### config.mk
export PLATFORM = sky130hd
export DESIGN_NAME = sd_spi_block_flat
export DESIGN_NICKNAME = d
export VERILOG_FILES = /design/src/rtl/sd_pkg.sv /design/src/rtl/sd_spi_block_if.sv /design/src/rtl/sd_spi_byte.sv /design/src/rtl/sd_spi_block.sv /design/src/flat_wrapper.sv
export SDC_FILE = /design/constraint.sdc
export NUM_CORES = 1
export LEC_CHECK = 0
export ABC_AREA = 1
export BUFFER_PORTS_ARGS = -buffer_cell sky130_fd_sc_hd__clkbuf_2
export CAP_MARGIN = 10
export CELL_PAD_IN_SITES_DETAIL_PLACEMENT = 1
export CELL_PAD_IN_SITES_GLOBAL_PLACEMENT = 1
export CORE_ASPECT_RATIO = 2
export CORE_MARGIN = 3
export CORE_UTILIZATION = 44
export DETAILED_ROUTE_END_ITERATION = 8
export HOLD_SLACK_MARGIN = 0.02
export PLACE_DENSITY_LB_ADDON = 0.15
export SLEW_MARGIN = 10
export SYNTH_ARGS = -nofsm -noshare
export SYNTH_HDL_FRONTEND = slang
export SYNTH_SLANG_ARGS = --single-unit
### constraint.sdc
create_clock -name clk -period 4.69 [get_ports clk]
set_input_delay 0 -clock clk [delete_from_list [all_inputs] [get_ports clk]]
set_output_delay 0 -clock clk [all_outputs]
set_load 0.05 [all_outputs]
### src/rtl/sd_pkg.sv
// Shared types and constants for the SPI-mode SD sector engine.
// Commands, tokens and sector geometry live here.
package sd_pkg;

   typedef enum logic [3:0] {
      IDLE, CMD, R1, TOKEN, RDATA, RCRC, WGAP,
      WTOKEN, WDATA, WCRC, DRESP, WBUSY, TAIL
   } state_t;

   localparam logic [5:0] CMD17        = 6'd17;
   localparam logic [5:0] CMD24        = 6'd24;
   localparam logic [7:0] START_TOKEN  = 8'hFE;
   localparam logic [7:0] IDLE_BYTE    = 8'hFF;
   localparam logic [7:0] DRESP_MASK   = 8'h1F;
   localparam logic [7:0] DRESP_OK     = 8'h05;
   localparam logic [9:0] SECTOR_BYTES = 10'd512;
   localparam logic [9:0] LAST_BYTE    = SECTOR_BYTES - 10'd1;

endpackage

### src/rtl/sd_spi_block_if.sv
// Cache-side handshake, sector buffer port and SD card pins.
// master = cache/card side, slave = sector engine.
interface sd_spi_block_if;

   logic        read_spi;
   logic        write_spi;
   logic [22:0] block;
   logic        card_ready;
   logic        busy;
   logic        error;
   logic [8:0]  buf_addr;
   logic [7:0]  buf_wdata;
   logic        buf_we;
   logic [7:0]  buf_rdata;
   logic        sd_cs_n;
   logic        sd_sclk;
   logic        sd_mosi;
   logic        sd_miso;

   modport master (
      output read_spi, write_spi, block, card_ready,
      output buf_rdata, sd_miso,
      input  busy, error, buf_addr, buf_wdata, buf_we,
      input  sd_cs_n, sd_sclk, sd_mosi
   );

   modport slave (
      input  read_spi, write_spi, block, card_ready,
      input  buf_rdata, sd_miso,
      output busy, error, buf_addr, buf_wdata, buf_we,
      output sd_cs_n, sd_sclk, sd_mosi
   );

endinterface

### src/rtl/sd_spi_byte.sv
// Mode-0 full-duplex SPI byte shifter, MSB first.
// SCLK half-period is CLK_DIV system clocks.
module sd_spi_byte #(
   parameter int CLK_DIV = 4
) (
   input  logic       clk,
   input  logic       rst,
   input  logic       start,
   input  logic [7:0] tx,
   input  logic       miso,
   output logic       done,
   output logic [7:0] rx,
   output logic       sclk,
   output logic       mosi
);

   localparam logic [15:0] DIV_LAST = 16'(CLK_DIV - 1);

   logic        active;
   logic [15:0] div;
   logic [2:0]  bits;
   logic [7:0]  shift;

   always_ff @(posedge clk) begin
      if (rst) begin
         active <= 1'b0;
         div    <= '0;
         bits   <= '0;
         shift  <= '0;
         rx     <= '0;
         done   <= 1'b0;
         sclk   <= 1'b0;
         mosi   <= 1'b1;
      end else begin
         done <= 1'b0;
         if (!active) begin
            if (start) begin
               active <= 1'b1;
               div    <= '0;
               bits   <= '0;
               shift  <= tx;
               mosi   <= tx[7];
            end
         end else if (div != DIV_LAST) begin
            div <= div + 16'd1;
         end else begin
            div  <= '0;
            sclk <= ~sclk;
            if (!sclk) begin
               rx <= {rx[6:0], miso};
            end else if (bits == 3'd7) begin
               // last falling edge: byte complete, MOSI back to idle-high
               active <= 1'b0;
               done   <= 1'b1;
               mosi   <= 1'b1;
            end else begin
               bits  <= bits + 3'd1;
               shift <= {shift[6:0], 1'b0};
               mosi  <= shift[6];
            end
         end
      end
   end

endmodule

### src/rtl/sd_spi_block.sv
// SD card single-block read/write sequencer (CMD17/CMD24).
// Sequences whole bytes; bit timing lives in sd_spi_byte.
module sd_spi_block
   import sd_pkg::*;
#(
   parameter int CLK_DIV = 4,
   parameter int TIMEOUT = 65535
) (
   input logic           clk,
   input logic           rst,
   sd_spi_block_if.slave bus
);

   localparam logic [15:0] POLL_LAST = 16'(TIMEOUT - 1);

   state_t      state, nxt_state;
   logic [9:0]  cnt, nxt_cnt;
   logic [15:0] poll, nxt_poll;
   logic        wr, nxt_wr;
   logic [22:0] blk, nxt_blk;
   logic        err, nxt_err;
   logic        busy, nxt_busy;
   logic        cs_n, nxt_cs_n;
   logic        we, nxt_we;
   logic [8:0]  addr, nxt_addr;
   logic [7:0]  wdata, nxt_wdata;
   logic        go, bdone, fail, expired;
   logic [7:0]  go_tx, brx;
   logic [31:0] arg;

   sd_spi_byte #(.CLK_DIV(CLK_DIV)) u_byte (
      .clk   (clk),
      .rst   (rst),
      .start (go),
      .tx    (go_tx),
      .miso  (bus.sd_miso),
      .done  (bdone),
      .rx    (brx),
      .sclk  (bus.sd_sclk),
      .mosi  (bus.sd_mosi)
   );

   assign expired       = (poll == POLL_LAST);
   assign bus.busy      = busy;
   assign bus.error     = err;
   assign bus.buf_addr  = addr;
   assign bus.buf_wdata = wdata;
   assign bus.buf_we    = we;
   assign bus.sd_cs_n   = cs_n;

   always_ff @(posedge clk) begin
      if (rst) begin
         state <= IDLE;
         cnt   <= '0;
         poll  <= '0;
         wr    <= 1'b0;
         blk   <= '0;
         err   <= 1'b0;
         busy  <= 1'b0;
         cs_n  <= 1'b1;
         we    <= 1'b0;
         addr  <= '0;
         wdata <= '0;
      end else begin
         state <= nxt_state;
         cnt   <= nxt_cnt;
         poll  <= nxt_poll;
         wr    <= nxt_wr;
         blk   <= nxt_blk;
         err   <= nxt_err;
         busy  <= nxt_busy;
         cs_n  <= nxt_cs_n;
         we    <= nxt_we;
         addr  <= nxt_addr;
         wdata <= nxt_wdata;
      end
   end

   always_comb begin
      nxt_state = state;
      nxt_cnt   = cnt;
      nxt_poll  = poll;
      nxt_wr    = wr;
      nxt_blk   = blk;
      nxt_err   = err;
      nxt_busy  = busy;
      nxt_cs_n  = cs_n;
      nxt_we    = 1'b0;
      nxt_addr  = addr;
      nxt_wdata = wdata;
      fail      = 1'b0;
      go        = 1'b0;
      go_tx     = IDLE_BYTE;
      unique case (state)
         IDLE: begin
            if (bus.card_ready && (bus.read_spi || bus.write_spi)) begin
               nxt_state = CMD;
               nxt_wr    = bus.write_spi;
               nxt_blk   = bus.block;
               nxt_err   = 1'b0;
               nxt_busy  = 1'b1;
               nxt_cs_n  = 1'b0;
               go        = 1'b1;
            end
         end
         CMD: if (bdone) begin
            go = 1'b1;
            if (cnt == 10'd5) nxt_state = R1;
            else nxt_cnt = cnt + 10'd1;
         end
         R1: if (bdone) begin
            go = 1'b1;
            if (!brx[7]) begin
               if (brx == 8'h00) nxt_state = wr ? WGAP : TOKEN;
               else fail = 1'b1;
            end else if (expired) fail = 1'b1;
            else nxt_poll = poll + 16'd1;
         end
         TOKEN: if (bdone) begin
            go = 1'b1;
            if (brx == START_TOKEN) nxt_state = RDATA;
            else if (brx != IDLE_BYTE || expired) fail = 1'b1;
            else nxt_poll = poll + 16'd1;
         end
         RDATA: if (bdone) begin
            go        = 1'b1;
            nxt_we    = 1'b1;
            nxt_wdata = brx;
            nxt_addr  = cnt[8:0];
            if (cnt == LAST_BYTE) nxt_state = RCRC;
            else nxt_cnt = cnt + 10'd1;
         end
         RCRC: if (bdone) begin
            go = 1'b1;
            if (cnt == 10'd1) nxt_state = TAIL;
            else nxt_cnt = cnt + 10'd1;
         end
         WGAP: if (bdone) begin
            go        = 1'b1;
            nxt_state = WTOKEN;
            nxt_addr  = '0;
         end
         WTOKEN: if (bdone) begin
            go        = 1'b1;
            nxt_state = WDATA;
            nxt_addr  = 9'd1;
         end
         // buf_addr runs one byte ahead so buf_rdata is ready at each load
         WDATA: if (bdone) begin
            go = 1'b1;
            if (cnt == LAST_BYTE) nxt_state = WCRC;
            else begin
               nxt_cnt  = cnt + 10'd1;
               nxt_addr = 9'(cnt + 10'd2);
            end
         end
         WCRC: if (bdone) begin
            go = 1'b1;
            if (cnt == 10'd1) nxt_state = DRESP;
            else nxt_cnt = cnt + 10'd1;
         end
         DRESP: if (bdone) begin
            go = 1'b1;
            if (brx == IDLE_BYTE) begin
               if (expired) fail = 1'b1;
               else nxt_poll = poll + 16'd1;
            end else if ((brx & DRESP_MASK) == DRESP_OK) nxt_state = WBUSY;
            else fail = 1'b1;
         end
         WBUSY: if (bdone) begin
            go = 1'b1;
            if (brx == IDLE_BYTE) nxt_state = TAIL;
            else if (expired) fail = 1'b1;
            else nxt_poll = poll + 16'd1;
         end
         TAIL: if (bdone) begin
            nxt_state = IDLE;
            nxt_busy  = 1'b0;
         end
         default: nxt_state = IDLE;
      endcase
      if (fail) begin
         nxt_err   = 1'b1;
         nxt_state = TAIL;
      end
      if (nxt_state != state) begin
         nxt_cnt  = '0;
         nxt_poll = '0;
      end
      if (nxt_state == TAIL) nxt_cs_n = 1'b1;
      arg = {nxt_blk, 9'd0};
      case (nxt_state)
         CMD: begin
            case (nxt_cnt)
               10'd0:   go_tx = {2'b01, nxt_wr ? CMD24 : CMD17};
               10'd1:   go_tx = arg[31:24];
               10'd2:   go_tx = arg[23:16];
               10'd3:   go_tx = arg[15:8];
               10'd4:   go_tx = arg[7:0];
               default: go_tx = IDLE_BYTE;
            endcase
         end
         WTOKEN:  go_tx = START_TOKEN;
         WDATA:   go_tx = bus.buf_rdata;
         default: go_tx = IDLE_BYTE;
      endcase
   end

endmodule

### src/flat_wrapper.sv
// flat-port wrapper written by rule: the top's interface ports become plain ports
module sd_spi_block_flat import sd_pkg::*;
#(
   parameter int CLK_DIV = 4,
   parameter int TIMEOUT = 65535
)
  (clk, rst, bus_read_spi, bus_write_spi, bus_block, bus_card_ready, bus_buf_rdata, bus_sd_miso, bus_busy, bus_error, bus_buf_addr, bus_buf_wdata, bus_buf_we, bus_sd_cs_n, bus_sd_sclk, bus_sd_mosi);
  sd_spi_block_if bus_i ();
  input logic clk;
  input logic rst;
  input wire logic [$bits(bus_i.read_spi)-1:0] bus_read_spi;
  input wire logic [$bits(bus_i.write_spi)-1:0] bus_write_spi;
  input wire logic [$bits(bus_i.block)-1:0] bus_block;
  input wire logic [$bits(bus_i.card_ready)-1:0] bus_card_ready;
  input wire logic [$bits(bus_i.buf_rdata)-1:0] bus_buf_rdata;
  input wire logic [$bits(bus_i.sd_miso)-1:0] bus_sd_miso;
  output wire logic [$bits(bus_i.busy)-1:0] bus_busy;
  output wire logic [$bits(bus_i.error)-1:0] bus_error;
  output wire logic [$bits(bus_i.buf_addr)-1:0] bus_buf_addr;
  output wire logic [$bits(bus_i.buf_wdata)-1:0] bus_buf_wdata;
  output wire logic [$bits(bus_i.buf_we)-1:0] bus_buf_we;
  output wire logic [$bits(bus_i.sd_cs_n)-1:0] bus_sd_cs_n;
  output wire logic [$bits(bus_i.sd_sclk)-1:0] bus_sd_sclk;
  output wire logic [$bits(bus_i.sd_mosi)-1:0] bus_sd_mosi;
  assign bus_i.read_spi = bus_read_spi;
  assign bus_i.write_spi = bus_write_spi;
  assign bus_i.block = bus_block;
  assign bus_i.card_ready = bus_card_ready;
  assign bus_i.buf_rdata = bus_buf_rdata;
  assign bus_i.sd_miso = bus_sd_miso;
  assign bus_busy = bus_i.busy;
  assign bus_error = bus_i.error;
  assign bus_buf_addr = bus_i.buf_addr;
  assign bus_buf_wdata = bus_i.buf_wdata;
  assign bus_buf_we = bus_i.buf_we;
  assign bus_sd_cs_n = bus_i.sd_cs_n;
  assign bus_sd_sclk = bus_i.sd_sclk;
  assign bus_sd_mosi = bus_i.sd_mosi;
  sd_spi_block #(.CLK_DIV(CLK_DIV), .TIMEOUT(TIMEOUT)) u_core (.clk(clk), .rst(rst), .bus(bus_i));
endmodule
Word level (Yosys, flattened, before mapping). Index checks and enable logic that the tools add are counted.

Flip-flop bits (word level): 113. Output and inout bits: 23. Logic and storage cells: 212.

Add/subtract/negate cells: 5. Eq/ne operators: 50. Multiplexer cells: 105. Bitwise operators: 4. Reductions and logical operators: 29.

Operators with widths (number): two-way mux 16 bit (13); two-way mux 4 bit (26); two-way mux 10 bit (7); case mux 16 bit (4 select lines) (1); case mux 4 bit (13 select lines) (1); two-way mux 23 bit (2); two-way mux 9 bit (5); case mux 8 bit (5 select lines) (1); case mux 9 bit (4 select lines) (1); two-way mux 7 bit (5); != test 2 bit (second input constant) (17); adder 16 x 1 -> 16 bit (second input constant) (2); two-way mux 1 bit (32); case mux 10 bit (3 select lines) (1); equality test 4 bit (second input constant) (7); case mux 8 bit (3 select lines) (1); equality test 10 x 1 -> 1 bit (second input constant) (2); equality test 10 x 2 -> 1 bit (second input constant) (2); equality test 10 x 3 -> 1 bit (second input constant) (2); equality test 4 x 3 -> 1 bit (second input constant) (5); two-way mux 3 bit (6); equality test 16 bit (second input constant) (1); equality test 8 bit (second input constant) (2); != test 16 x 2 -> 1 bit (second input constant) (1); 29 further kinds (50).

Longest topological paths before layout.
Depth after elaboration: 14. Depth in mapped cells: 24. Depth with buffers taken out: 23.

Modules after synthesis. A second synthesis with hierarchy kept.

Cells, all modules: 995. Area, all modules: 6595.1 µm².

Modules (own cells, without submodules): sd_spi_block (instances 1, cells each 688, area each 4488.1 µm², sequential area each 1501.4 µm²); sd_spi_byte (instances 1, cells each 307, area each 2107.0 µm², sequential area each 760.7 µm²).

Worst setup path after synthesis. Ideal clock, no wire load.

Path kind: flip-flop to flip-flop. Start: reg u_core.cnt[0]. End: reg u_core.u_byte.shift[2]. Library setup time: 0.129 ns. Data arrival time: 2.392 ns. Path slack: 2.169 ns. Stages on the path, launching flop included: 22. Cell sequence: dfxtp_1 -> ha_1 -> inv_1 -> nor2_2 -> nand4_2 -> nand3_2 -> nand3_2 -> buf_6 -> nand3b_1 -> nand2_1 -> nor2_2 -> nand3_4 -> nor2_4 -> inv_2 -> nor2_1 -> nor2_1 -> nand2_4 -> nand2_1 -> nand2_1 -> nand2_1 -> nand2_1 -> a21oi_2.

Word-level cells in the longest chain between the ends: 12. Elaborated cells between the ends (all ways): 37. Those cells by class: add/sub: 1; eq/ne: 11; mux: 24; reduce/logical: 1.

Ends and longest elaborated chain: from (decl) (line sd_spi_block.sv:17) `logic [9:0] cnt, nxt_cnt;`; from (signal assigned) (line sd_spi_block.sv:66) `cnt <= nxt_cnt;`; equality test 10 x 1 -> 1 bit (tied with other cells) (line sd_spi_block.sv:135, sd_spi_block.sv:159); two-way mux 4 bit (on tied branches) (2 in series); case mux 4 bit (13 select lines) (line sd_spi_block.sv:94) `unique case (state)`; two-way mux 4 bit (line sd_spi_block.sv:182) `if (fail) begin`; != test 4 bit (line sd_spi_block.sv:186) `if (nxt_state != state) begin`; two-way mux 10 bit (line sd_spi_block.sv:186); equality test 10 x 3 -> 1 bit (tied with other cells) (line sd_spi_block.sv:194) `case (nxt_cnt)`; case mux 8 bit (5 select lines) (line sd_spi_block.sv:194); case mux 8 bit (3 select lines) * (line sd_spi_block.sv:192) `case (nxt_state)`; two-way mux 7 bit * (line sd_spi_byte.sv:37) `if (start) begin`; two-way mux 7 bit * (line sd_spi_byte.sv:36) `if (!active) begin`; to (signal assigned) (line sd_spi_byte.sv:41) `shift <= tx;`; to (signal assigned) (line sd_spi_byte.sv:58) `shift <= {shift[6:0], 1'b0};`; to (decl) (line sd_spi_byte.sv:22) `logic [7:0] shift;`.

Mark *: on every way between the ends. The rest lies on a longest branch, timed or not. The select of a mux whose other input is x is not followed. A chain may end at the register's enable or synchronous reset.

Worst setup path after layout.
Start: reg u_core.u_byte.done. End: reg u_core.poll[15].

Word-level cells in the longest chain between the ends: 5. Elaborated cells between the ends (all ways): 26. Those cells by class: eq/ne: 5; mux: 19; reduce/logical: 2.

Ends and longest elaborated chain: from (decl) (line sd_spi_byte.sv:11) `output logic done,`; from (signal assigned) (line sd_spi_byte.sv:31) `done <= 1'b0;`; from (signal assigned) (line sd_spi_byte.sv:35) `done <= 1'b0;`; from (signal assigned) (line sd_spi_byte.sv:54) `done <= 1'b1;`; two-way mux 4 bit (tied with other cells) (line sd_spi_block.sv:176) `TAIL: if (bdone) begin`; case mux 4 bit (13 select lines) or case mux 1 bit (4 select lines) (tied branches) (line sd_spi_block.sv:94); two-way mux 4 bit (line sd_spi_block.sv:182); != test 4 bit (line sd_spi_block.sv:186); OR reduction 2 bit (no source line); to (signal assigned) (line sd_spi_block.sv:67) `poll <= nxt_poll;`; to (decl) (line sd_spi_block.sv:18) `logic [15:0] poll, nxt_poll;`.

Parallel ways exist; a longest one is shown, timed or not.

==> impl_metrics.json <==
{
  "outcome": "finished, final reports clean",
  "grt_pass1_vias": 7315,
  "crit_family": "simple AND/OR/NAND/NOR gates",
  "vias": 6803,
  "fmax_mhz": 275.2,
  "grt_overflow": 0,
  "cts_sinks": 113,
  "clk_pin_slew_worst_paths_ps": 60,
  "worstPathCellList": "inv_1 -> nand2_1 -> o21ai_1 -> nor2_1 -> o21ai_1 -> nor2_2 -> nand3_1 -> nand2_1 -> nand2_1 -> nor2_4 -> nand2_1 -> nor3b_1",
  "n_fill_cell": 1950,
  "pre_cts_slack_ps": 1033,
  "yosysMostFrequentCell": "nand2_1",
  "hold_viol": 0,
  "reg2regPathDepth": 12,
  "dieArea_mm2": 0.01623,
  "whs_path_depth": 3,
  "whs_ps": 205.4,
  "cts_tree": "built",
  "postCtsSetupRepairBufs": 0,
  "crit_required_ps": 5020,
  "routabilityCongestion": 0.8448,
  "use_met1_pct": 27.81,
  "antenna_found_initial": 0,
  "synth_cell_types": 47,
  "finClkSkew_ps": 10.29,
  "viasPerCell": 5.382,
  "yosysWarnings": 0,
  "synthTopCellsByArea": "dfxtp_1 (35%), nand2_1 (13%), nor2_1 (8.9%), inv_1 (5.8%), o21ai_0 (5.0%)",
  "multi_input_area_mm2": 0.003606,
  "relSlewSlack_pct": 28.60,
  "synth_ff_type": "dfxtp_1",
  "netlist_instances": 973,
  "seqCellArea_mm2": 0.002262,
  "port_buffers": 59,
  "cp_slowest_cell": "dfxtp_1",
  "worstSkewPairLatency_ps": 420,
  "syn-mean-instance-area_um2": 6.625,
  "dieWidth_um": 91.59,
  "drc": 0,
  "routedWlPerCell_um": 17.58,
  "cts_buffer_depth": 2,
  "finalSetupViolations": 0,
  "gr-usage-met2_pct": 55.02,
  "ant_nets": 0,
  "final_nets": 1104,
  "power_mw": 2.586,
  "crit_top_cell": "nand2_1",
  "worstPathMaxFanout": 27,
  "slowest_delay_ps": 920,
  "syn_to_final_growth_pct": 20.75,
  "grt_use_met3_pct": 4.383,
  "drt_first_pass_iters": 5,
  "synth_common_cells": "nand2_1 (220), nor2_1 (152), dfxtp_1 (113)",
  "fp-row-count": 62,
  "cts_max_level": 4,
  "async_flop_share_pct": 0,
  "grt_max_degree": 65,
  "cts_buffers": 17,
  "max_cap_violations": 0,
  "layout-drive-gt1-share_pct": 17.54,
  "die_h_um": 177.2,
  "ys_seq_area_share_pct": 35.09,
  "syn-num-nets": 1018,
  "timing.final.crit_share_pct": 77.49,
  "post-route-min-period_ps": 3634,
  "worst_slew_pin_slew_ps": 1067,
  "boundaryPins": 60,
  "worstSetupPathType": "reg2reg",
  "first_iter_violations": 208,
  "rsz0062_at_grt": "false",
  "tns_ps": 0,
  "timing.final.ws_setup_ps": 1056,
  "initial_core_util_pct": 44.92,
  "yosysTopAreaCellShare_pct": 35.09,
  "top_usage_layer": "met2",
  "leakage_nw": 3.290,
  "root_buffer": "clkbuf_16",
  "wl_mm": 22.22,
  "dp.final_hpwl_mm": 14.09,
  "cp-start-kind": "flop",
  "drv_slew": 0,
  "ys_ff_latch": 113,
  "synth_area_leader_cell": "dfxtp_1",
  "hold_class": "in2reg",
  "core-area_mm2": 0.01435,
  "track_usage_pct": 28.19,
  "power.density_mw_per_mm2": 332.3,
  "peakVddDrop_mv": 0.2529,
  "grt_pass1_wl_mm": 36.18,
  "critical_path_arrival_ps": 3970,
  "syn_area_mm2": 0.006446,
  "path_depth": 12,
  "endpoint_kind": "flop",
  "synth-edff-count": 0,
  "diodes": 0,
  "path_buf_inv": 1
}
## path summary, 6_finish.rpt
kind	to	start	slack, ps
setup / recovery	u_core.poll[15]	u_core.u_byte.done	1060
setup reg to reg	u_core.poll[15]	u_core.u_byte.done	1060
hold reg to reg	u_core.bus.buf_wdata[6]	u_core.bus.buf_wdata[6]	470
hold / removal	u_core.state[3]	rst	210
## layer usage
metal | vias to the layer above | part of all wire (%) | routed length [µm]
li1 | 3322 | - | -
met4 | 0 | 4.3 | 963
met2 | 139 | 56 | 12500
met1 | 3277 | 37 | 8147
met3 | 65 | 2.7 | 600
met5 | - | 0 | 0
## kinds of logic after synthesis
family	synth area share, %
XOR/XNOR	1.223
adder cells (fa/ha/maj)	1.553
flip-flops	35.09
AND/OR/NAND/NOR	38.53
multiplexers	1.087
AO/OA/AOI/OAI	13.55
buffers and inverters	8.967
## worst min-delay path: cells and delay by family
| family | cells | cell delay (ps) |
|---|---|---|
| buffers and inverters | 2 | 410 |
| AND/OR/NAND/NOR | 1 | 170 |
## through the flow
step	instances	utilization (%)	area (µm²)
2_1_floorplan	973	-	6446
3_3_place_gp	1199	47.81	6862
3_5_place_dp	1199	47.81	6862
4_1_cts	1264	54.24	7784
5_1_grt	1264	54.24	7784
6_report	1264	54.24	7784
## flip-flops by register name, summed over array words and instances, names as in the netlist
register / count
u_core.state: 4
u_core.u_byte.done: 1
u_core.u_byte.div: 16
u_core.bus.buf_we: 1
u_core.u_byte.sclk: 1
u_core.blk: 23
u_core.wr: 1
u_core.bus.busy: 1
u_core.u_byte.bits: 3
u_core.bus.buf_wdata: 8
u_core.bus.buf_addr: 9
u_core.bus.error: 1
u_core.u_byte.shift: 7
u_core.cnt: 10
u_core.bus.sd_cs_n: 1
u_core.u_byte.mosi: 1
u_core.u_byte.rx: 8
u_core.poll: 16
u_core.u_byte.active: 1
## layout by cell type, fill, tap and decap left out, drive strengths merged, types with 8 or more instances in the layout
cell         synthesis  layout
ha                   8       8
dfxtp              113     113
nor3                16      16
nand3               54      54
o21ai               70      70
inv                112     112
a211oi               8       8
or2                 28      28
a221oi               8       8
nand4               26      26
clkbuf              16      79
xor2                 8       8
a21oi               56      56
nand2              232     232
dlygate4sd3          0      33
nor2               173     173
## what timing repair did
| action | 4_1_cts | 5_1_grt |
|---|---|---|
| resized for setup | 0 | 0 |
| hold endpoints to repair | 33 | 0 |
| hold buffers | 33 | 0 |
## cell type report
class                           count  area share [%]
Clock buffer                       20           5.867
Clock inverter                     12           1.736
Inverter                          114           5.497
Multi-Input combinational cell    717           46.33
Sequential cell                   113           29.06
Tap cell                          192           3.086
Timing Repair Buffer               96           8.423
## where the power goes
| part | internal [mW] | leakage [nW] | switching (mW) |
|---|---|---|---|
| clock | 0.809 | 0.266 | 0.505 |
| combinational | 0.0928 | 2.11 | 0.172 |
| sequential | 0.989 | 0.917 | 0.0180 |
No activity file was read; power rests on OpenSTA's default activity.
